### config.mk
export PLATFORM = sky130hd
export DESIGN_NAME = cpu_control_unit
export DESIGN_NICKNAME = d
export VERILOG_FILES = /design/src/rtl/cpu_control_unit.sv
export SDC_FILE = /design/constraint.sdc
export NUM_CORES = 1
export LEC_CHECK = 0
export ABC_AREA = 1
export CAP_MARGIN = 20
export CORE_ASPECT_RATIO = 1.1
export CORE_MARGIN = 4
export CORE_UTILIZATION = 49
export CTS_BUF_LIST = sky130_fd_sc_hd__clkbuf_8
export DETAILED_ROUTE_END_ITERATION = 10
export PLACE_DENSITY_LB_ADDON = 0.08
export SLEW_MARGIN = 20
export SYNTH_ARGS = -nofsm -noshare
export SYNTH_HDL_FRONTEND = slang
export SYNTH_SLANG_ARGS = --single-unit
### constraint.sdc
create_clock -name clk -period 2.23 [get_ports clk]
set_clock_uncertainty 0.05 [all_clocks]
set_input_delay 0.446 -clock clk [delete_from_list [all_inputs] [get_ports clk]]
set_output_delay 0.446 -clock clk [all_outputs]
set_load 0.1 [all_outputs]
### src/rtl/cpu_control_unit.sv
// Fetch/decode/execute sequencer for the accumulator CPU: owns PC, IR, MAR, MBR, AC and
// drives a single-port synchronous RAM plus an external combinational ALU.
module cpu_control_unit #(
    parameter int unsigned           ADDR_WIDTH = 12,
    parameter int unsigned           DATA_WIDTH = 16,
    parameter logic [ADDR_WIDTH-1:0] RESET_PC   = 'h100,
    parameter int unsigned           PC_STEP    = 2
) (
    input  logic                  clk,
    input  logic                  rst_n,
    input  logic                  start,
    output logic [ADDR_WIDTH-1:0] mem_addr,
    output logic [DATA_WIDTH-1:0] mem_wdata,
    input  logic [DATA_WIDTH-1:0] mem_rdata,
    output logic                  mem_cs,
    output logic                  mem_we,
    output logic                  mem_oe,
    output logic [DATA_WIDTH-1:0] alu_a,
    output logic [DATA_WIDTH-1:0] alu_b,
    output logic [3:0]            alu_sel,
    input  logic [DATA_WIDTH-1:0] alu_out,
    output logic                  halted,
    output logic                  busy,
    output logic [ADDR_WIDTH-1:0] pc,
    output logic [DATA_WIDTH-1:0] ac,
    output logic [DATA_WIDTH-1:0] ir,
    output logic [3:0]            state_dbg
);

    typedef enum logic [3:0] {
        ST_IDLE, ST_FETCH, ST_LOAD_IR, ST_DECODE, ST_RD, ST_LATCH, ST_ALU,
        ST_WB, ST_ST_ADDR, ST_ST_WR, ST_EXEC, ST_HALT
    } state_e;

    localparam logic [3:0] OP_LOAD  = 4'h1;
    localparam logic [3:0] OP_STORE = 4'h2;
    localparam logic [3:0] OP_ADD   = 4'h3;
    localparam logic [3:0] OP_NOT   = 4'h7;
    localparam logic [3:0] OP_BACK  = 4'h8;
    localparam logic [3:0] OP_SKIP  = 4'h9;
    localparam logic [3:0] OP_JUMP  = 4'hA;
    localparam logic [3:0] OP_CLEAR = 4'hB;
    localparam logic [3:0] OP_HALT  = 4'hF;
    localparam logic [ADDR_WIDTH-1:0] STEP = ADDR_WIDTH'(PC_STEP);

    state_e                state_q, state_d;
    logic [ADDR_WIDTH-1:0] pc_q, pc_d, mar_q, mar_d;
    logic [DATA_WIDTH-1:0] ir_q, ir_d, mbr_q, mbr_d, ac_q, ac_d;
    logic                  cs_q, cs_d, we_q, we_d, oe_q, oe_d;
    logic                  halted_q, halted_d, busy_q, busy_d;
    logic [3:0]            sel_q, sel_d;

    logic [3:0]            op, op_d;
    logic [ADDR_WIDTH-1:0] operand;
    logic                  skip;
    logic                  rd_state;

    assign op      = ir_q[15:12];
    assign op_d    = ir_d[15:12];
    assign operand = ADDR_WIDTH'(ir_q[11:0]);

    always_comb begin
        unique case (ir_q[11:10])
            2'b00:   skip = ac_q[DATA_WIDTH-1];
            2'b01:   skip = (ac_q == '0);
            2'b10:   skip = !ac_q[DATA_WIDTH-1] && (ac_q != '0);
            default: skip = 1'b0;
        endcase
    end

    always_comb begin
        state_d = state_q;
        pc_d    = pc_q;
        ir_d    = ir_q;
        mar_d   = mar_q;
        mbr_d   = mbr_q;
        ac_d    = ac_q;
        case (state_q)
            ST_IDLE:    if (start) state_d = ST_FETCH;
            ST_FETCH:   state_d = ST_LOAD_IR;
            ST_LOAD_IR: begin
                ir_d    = mem_rdata;
                pc_d    = pc_q + STEP;
                state_d = ST_DECODE;
            end
            ST_DECODE: begin
                if (op == OP_LOAD || (op >= OP_ADD && op <= OP_NOT)) begin
                    mar_d   = operand;
                    state_d = ST_RD;
                end else if (op == OP_STORE) begin
                    state_d = ST_ST_ADDR;
                end else if (op == OP_HALT) begin
                    state_d = ST_HALT;
                end else begin
                    state_d = ST_EXEC;
                end
            end
            ST_RD:      state_d = ST_LATCH;
            ST_LATCH: begin
                mbr_d   = mem_rdata;
                state_d = (op == OP_LOAD) ? ST_WB : ST_ALU;
            end
            ST_ALU:     state_d = ST_WB;
            ST_WB: begin
                ac_d    = (op == OP_LOAD) ? mbr_q : alu_out;
                state_d = ST_FETCH;
            end
            ST_ST_ADDR: begin
                mar_d   = operand;
                mbr_d   = ac_q;
                state_d = ST_ST_WR;
            end
            ST_ST_WR:   state_d = ST_FETCH;
            ST_EXEC: begin
                case (op)
                    OP_BACK:  pc_d = pc_q - STEP;
                    OP_SKIP:  if (skip) pc_d = pc_q + STEP;
                    OP_JUMP:  pc_d = operand;
                    OP_CLEAR: ac_d = '0;
                    default:  ;
                endcase
                state_d = ST_FETCH;
            end
            ST_HALT:    state_d = ST_HALT;
            default:    state_d = ST_IDLE;
        endcase
        // MAR must already hold the fetch address while FETCH is presenting the read.
        if (state_d == ST_FETCH) mar_d = pc_d;
    end

    assign rd_state = (state_d == ST_FETCH) || (state_d == ST_LOAD_IR) ||
                      (state_d == ST_RD) || (state_d == ST_LATCH);

    always_comb begin
        cs_d     = rd_state || (state_d == ST_ST_WR);
        we_d     = (state_d == ST_ST_WR);
        oe_d     = rd_state;
        halted_d = (state_d == ST_HALT);
        busy_d   = (state_d != ST_IDLE) && (state_d != ST_HALT);
        sel_d    = 4'd0;
        if ((state_d == ST_ALU || state_d == ST_WB) && op_d >= OP_ADD && op_d <= OP_NOT)
            sel_d = op_d - 4'd2;
    end

    always_ff @(posedge clk or negedge rst_n) begin
        if (!rst_n) begin
            state_q  <= ST_IDLE;
            pc_q     <= RESET_PC;
            ir_q     <= '0;
            mar_q    <= '0;
            mbr_q    <= '0;
            ac_q     <= '0;
            cs_q     <= 1'b0;
            we_q     <= 1'b0;
            oe_q     <= 1'b0;
            sel_q    <= 4'd0;
            halted_q <= 1'b0;
            busy_q   <= 1'b0;
        end else begin
            state_q  <= state_d;
            pc_q     <= pc_d;
            ir_q     <= ir_d;
            mar_q    <= mar_d;
            mbr_q    <= mbr_d;
            ac_q     <= ac_d;
            cs_q     <= cs_d;
            we_q     <= we_d;
            oe_q     <= oe_d;
            sel_q    <= sel_d;
            halted_q <= halted_d;
            busy_q   <= busy_d;
        end
    end

    assign mem_addr  = mar_q;
    assign mem_wdata = mbr_q;
    assign mem_cs    = cs_q;
    assign mem_we    = we_q;
    assign mem_oe    = oe_q;
    assign alu_a     = ac_q;
    assign alu_b     = mbr_q;
    assign alu_sel   = sel_q;
    assign halted    = halted_q;
    assign busy      = busy_q;
    assign pc        = pc_q;
    assign ac        = ac_q;
    assign ir        = ir_q;
    assign state_dbg = state_q;

endmodule

==> impl_metrics.toml, run 1 <==
[run_status]
status = "finished clean"

[floorplanning]
die_h_um = 115
rows = 38
dieArea_um2 = 12100
fp.coreArea_um2 = 10000
start_util = 0.508
pin_count = 152
die_x_um = 105

[route]
drt_iter0_drc = 323
drtAntennaViolNets = 0
vias_per_cell = 5.39
vias = 5362
dr.pass1.iters = 5
finalWirelength_mm = 16.8
drc = 0
avgRoutedWirePerCell_um = 16.9

[sta]
fin_crit_sh = 0.914
fmax_ghz = 0.491
report.final.slew_viol_count = 0
fin_setup_tns_ps = 0
relSlewSlack = 0.623
rsz0062_at_grt = "no"
setup_viol = 0
worst_pin_slew_ps = 563
layout_min_cycle_time_ps = 2040
finalHoldViolations = 0

[synthesis]
synth.cell_area_um2 = 5100
ys_types = 38
synthMuxAreaShare = 0.00221
synth_area_leader_cell = "dfrtp_1"
synth_seq_cells = 85
synthTopCellsByArea = "dfrtp_1 (41%), nand2_1 (14%), nor2_1 (6.0%), nand3_1 (6.0%), inv_1 (5.7%)"
synth_compound_area_frac = 0.133
syn_inst = 711
ys_warn_count = 0
synth_top_family_by_area = "simple AND/OR/NAND/NOR gates"
synth_top_cell_area_share = 0.412
synth-xor-area-share = 0.00859
yosys.area_share.adder = 0.00736
syn-mean-instance-area_um2 = 7.17
synth_seq_area_share = 0.418
yosys.area_share.simple = 0.294
synth_nets = 749

[critical_path]
critPathBufInv = 0
path_cells = "nor2_1 -> nand2_1 -> nor2_1 -> nand2_1 -> nand2_1 -> nand2_1 -> nand3_1 -> nand3_1 -> nand2_1 -> nand2_1 -> nand2_1 -> nand2_1 -> nand2_1"
slowest_delay_ps = 450
cp.arrival_ps = 2290
crit_path_start_kind = "register"
cp.required_ps = 2480
crit_fanout = 11
critical_path_class = "register to register"
critPathTopFamily = "simple AND/OR/NAND/NOR gates"
slowest_stage = "dfrtp_2"
crit_top_cell = "nand2_1"
crit_path_end_kind = "register"
ff2ff_setup_slack_ps = 190

[cells_and_area]
layout.nets = 887
final_common_cell = "nand2_1"
drive_above_1_share = 0.247
final_cell_mix = "nand2_1 (192), buf_4 (147), nor2_1 (81)"
syn2layout_area_growth_pct = 30.3
diodes = 0

[min_path]
hold_path_class = "register to register"

[cts]
numClockSinks = 85
root_buffer = "clkbuf_8"
cts_tree = "yes"
clkTransAtPathRegs_ps = 90
cts_max_level = 3
cts_buffer_depth = 2
numCtsBuffers = 9
clk_latency_ps = 360

[global_route]
grt_max_degree = 35
grt_overflow = 0
grt.total_usage = 0.278
grt_pass1_vias = 5125
grt_pass1_wl_mm = 26.9
antenna_found_initial = 0

[place]
dpl.hpwl_mm = 12.6
io_buffers = 151
gp_congestion = 0.936

[run]
cap_viol_max_count = 0
[cells in the mapped netlist, drive strengths merged]
library cell    n
or2             1
xnor2           1
o211ai          1
o221ai          1
dfstp           1
o32ai          16
inv            91
o31ai           1
mux2            1
a211oi          4
dfrtp          84
o22ai           8
clkinv          2
o21ai          39
a31oi           1
nor2           85
a22oi           1
nand3b          1
buf            41
nand2         192
nor3            3
a221oi          2
o41ai           1
o21a            3
nand4          17
clkbuf         16
a21oi          27
o311ai          1
xor2            4
nand3          62
ha              3
[kinds of logic (layout without fill, tap and decap cells)]
| family | Yosys count | in the layout |
|---|---|---|
| AO/OA/AOI/OAI | 106 | 106 |
| adder cells (fa/ha/maj) | 3 | 3 |
| AND/OR/NAND/NOR | 361 | 361 |
| XOR/XNOR | 5 | 5 |
| buffers and inverters | 150 | 293 |
| flip-flops | 85 | 85 |
| multiplexers | 1 | 1 |
[cell type report]
cell class | count | area (um^2)
Clock buffer | 9 | 124
Clock inverter | 7 | 67.6
Fill cell | 910 | 3390
Inverter | 93 | 349
Multi-Input combinational cell | 476 | 2280
Sequential cell | 85 | 2150
Tap cell | 140 | 175
Timing Repair Buffer | 184 | 1500
[through the flow]
step	area, um^2	setup slack, ps	utilization	instances	hold slack [ps]
2_1_floorplan	5120	3.38	-	711	100
3_3_place_gp	6420	212	0.640	976	379
3_5_place_dp	6420	154	0.640	976	383
4_1_cts	6620	135	0.660	993	474
5_1_grt	6640	7.67	0.662	994	520
6_report	6640	192	0.662	994	472
[final timing paths]
path,depth (start not counted),endpoint,from
worst max register to register,13,mem_addr[7]$_DFFE_PN0P_,ac[4]$_DFFE_PN0P_
min in group asynchronous,2,mem_addr[2]$_DFFE_PN0P_,rst_n
max in group asynchronous,3,ac[2]$_DFFE_PN0P_,rst_n
worst min register to register,2,mem_addr[0]$_DFFE_PN0P_,mem_addr[0]$_DFFE_PN0P_
worst min-delay path,2,mem_addr[0]$_DFFE_PN0P_,mem_addr[0]$_DFFE_PN0P_
worst max-delay path,13,mem_addr[7]$_DFFE_PN0P_,ac[4]$_DFFE_PN0P_
[tightest hold or removal path: stages, from the launching register on]
cell     delay (ps)
dfrtp_1         360
nand3_1          70
nand3_1          60
[flip-flops by register name, indices dropped and copies added (netlist names)]
signal     cells
mem_cs         1
halted         1
mem_oe         1
pc            12
ir            16
mem_we         1
busy           1
alu_b         16
state_dbg      4
ac            16
alu_sel        4
mem_addr      12
[repair_timing]
item,CTS,global route
hold endpoints to repair,25,0
endpoints found under the setup margin,0,11
setup buffers,0,1
hold buffers,1,0
gates resized for setup,0,3
[metal layers]
layer	share of wire	GRT usage	routed length, um
met3	0.064	0.0399	1080
met1	0.42	0.365	7030
met2	0.49	0.470	8310
met4	0.023	0.103	393
met5	0	0	0
Power of run 1 is not shown: default switching activity piles up to over one toggle a cycle in this logic, so the estimate is an artifact.
==> inputs of run 2 (changes only) <==
- ABC_AREA: 1 -> unset
- CORE_UTILIZATION: 49 -> 50
- CTS_CLUSTER_SIZE: unset -> 14
==> run 2 against run 1 <==
Against the previous run: the run now ends with setup timing left; first-iteration DRC count up 24%; global-route usage up 3.0 points; cell count down 3.8%; routed wire length up 20%; register-to-register slack worse by 260 ps; final area up 21%; sequential cell count unchanged; highest routed layer unchanged.
==> impl_metrics.toml, run 2 <==
[cells_and_area]
final_common_cell = "buf_4"
multi_input_area_um2 = 3110
layout.nets = 846
drive_above_1_share = 0.405
fillCellCount = 717
final_cell_mix = "buf_4 (199), nand2_1 (101), o21ai_0 (54)"
diodes = 0
seq_area_um2 = 2230
syn2layout_area_growth_pct = 46.8

[synthesis]
synth_area_leader_cell = "dfrtp_1"
synth.most_common_cell = "nand2_1"
synthFlopType = "dfrtp_1"
synth_seq_area_share = 0.387
ys_warn_count = 0
ys_types = 74
async_flop_share = 1.00
synthTopCellsByCount = "nand2_1 (101), dfrtp_1 (84), o21ai_0 (55)"
synth.cell_area_um2 = 5500
synth_nets = 656
synth_top_cell_area_share = 0.382
synthTopCellsByArea = "dfrtp_1 (38%), mux2i_1 (8.7%), nand2_1 (6.9%), o21ai_0 (5.0%), buf_4 (4.6%)"
syn_inst = 618
synth_seq_cells = 85
synth-edff-count = 0
syn-mean-instance-area_um2 = 8.90

[sta]
fin_crit_sh = 1.03
report.final.slew_viol_count = 0
fmax_ghz = 0.434
layout_min_cycle_time_ps = 2300
fin_setup_tns_ps = -123
finalHoldViolations = 0
worst_slack_ps = -72.6
worst_pin_slew_ps = 512
setup_viol = 6
rsz0062_at_grt = "yes"
relSlewSlack = 0.659

[critical_path]
slowest_delay_ps = 520
crit_path_start_kind = "register"
crit_fanout = 5
cp.arrival_ps = 2510
critical_path_class = "register to register"
critPathTopFamily = "simple AND/OR/NAND/NOR gates"
path_cells = "inv_4 -> ha_4 -> or4b_4 -> nor4_4 -> xnor2_1 -> o21ai_1 -> o31a_1 -> a21o_1"
critPathBufInv = 1
cp.required_ps = 2440
crit_path_end_kind = "register"
slowest_stage = "dfrtp_4"

[route]
drt_iter0_drc = 401
drc = 0
avgRoutedWirePerCell_um = 21.1
finalWirelength_mm = 20.2
vias_per_cell = 5.90
drtAntennaViolNets = 0
vias = 5642
dr.pass1.iters = 7

[floorplanning]
start_util = 0.519
rows = 39
die_x_um = 108
dieArea_um2 = 12700
fp.coreArea_um2 = 10600
die_h_um = 118
pin_count = 152

[cts]
root_buffer = "clkbuf_8"
cts_tree = "yes"
cts_buffer_depth = 2
numClockSinks = 85
numCtsBuffers = 9
cts_max_level = 3
clkTransAtPathRegs_ps = 90
clk_latency_ps = 380

[global_route]
grt_max_degree = 37
antenna_found_initial = 0
grt_overflow = 0
grt_pass1_wl_mm = 30.6
grt.total_usage = 0.307
grt_pass1_vias = 5588

[run]
cap_viol_max_count = 0

[min_path]
hold_path_class = "register to register"

[place]
io_buffers = 151
dpl.hpwl_mm = 14.4
gp_congestion = 0.914

[run_status]
status = "finished with violations"
violations = "setup timing"
[run 2: cell count changes after synthesis, moves of 15 or more]
cell and change:
o32ai_1 -15, a21oi_1 -16, inv_1 -63, mux2i_1 +48, nand3_1 -50, nor2_1 -50, nand2_1 -91, o21ai_0 +19
[run 2: timing repair]
item,CTS,global route
resized for setup,15,25
cloned,2,0
buffers inserted,7,13
pin swaps,8,18
endpoints found under the setup margin,17,24
hold endpoints to repair,23,0
hold buffers,1,0
[run 2: path summary, 6_finish.rpt]
path                                 start                 endpoint  slack (ps)  depth (start not counted)
max                        pc[1]$_DFF_PN0_  mem_addr[9]$_DFFE_PN0P_         -70                          8
min                        pc[0]$_DFF_PN0_          pc[0]$_DFF_PN0_         490                          1
max reg2reg                pc[1]$_DFF_PN0_  mem_addr[9]$_DFFE_PN0P_         -70                          8
min reg2reg                pc[0]$_DFF_PN0_          pc[0]$_DFF_PN0_         490                          1
max in group asynchronous            rst_n          pc[8]$_DFF_PN1_         890                          3
min in group asynchronous            rst_n     alu_sel[1]$_DFF_PN0_         530                          2
[run 2: cells by family (layout without fill, tap and decap cells)]
kind of cell    count (synthesis)  after routing  synth area share
simple gates                  219            219             0.206
compound gates                149            151             0.190
buf+inv                        97            290            0.0942
flops                          85             85             0.387
mux                            50             50            0.0915
xor+xnor                       15             15            0.0239
fa+ha+maj                       3              3           0.00683
[run 2: layout make-up]
class / instances / area share
well taps: 143 / 0.0222
repair buffers: 259 / 0.282
clock inverters: 7 / 0.0112
flip-flops and latches: 85 / 0.276
multi-input cells: 438 / 0.385
clock buffers: 9 / 0.0153
inverters: 15 / 0.00760
[run 2: layer usage]
metal  track usage  routed length (um)
met5             0                   0
met4         0.116                 591
met3        0.0570                1410
met2         0.509                9920
met1         0.396                8230
[run 2: worst reg2reg max path: cells and delay by family (launching register included)]
kind	cells	cell delay (ps)
buffers and inverters	1	80
adder cells (fa/ha/maj)	1	130
AO/OA/AOI/OAI	3	560
flip-flops	1	520
AND/OR/NAND/NOR	2	700
XOR/XNOR	1	160
[run 2: per-stage QoR]
stage | area [um^2] | hold slack [ps] | instances | setup WS, ps | utilization
2_1_floorplan | 5710 | 100 | 618 | -183 | -
3_3_place_gp | 7460 | 378 | 917 | -83.7 | 0.704
3_5_place_dp | 7460 | 394 | 917 | -135 | 0.704
4_1_cts | 7830 | 493 | 943 | -96.2 | 0.739
5_1_grt | 8070 | 517 | 956 | -124 | 0.762
6_report | 8070 | 489 | 956 | -72.6 | 0.762
Power of run 2 is left out for the same reason.
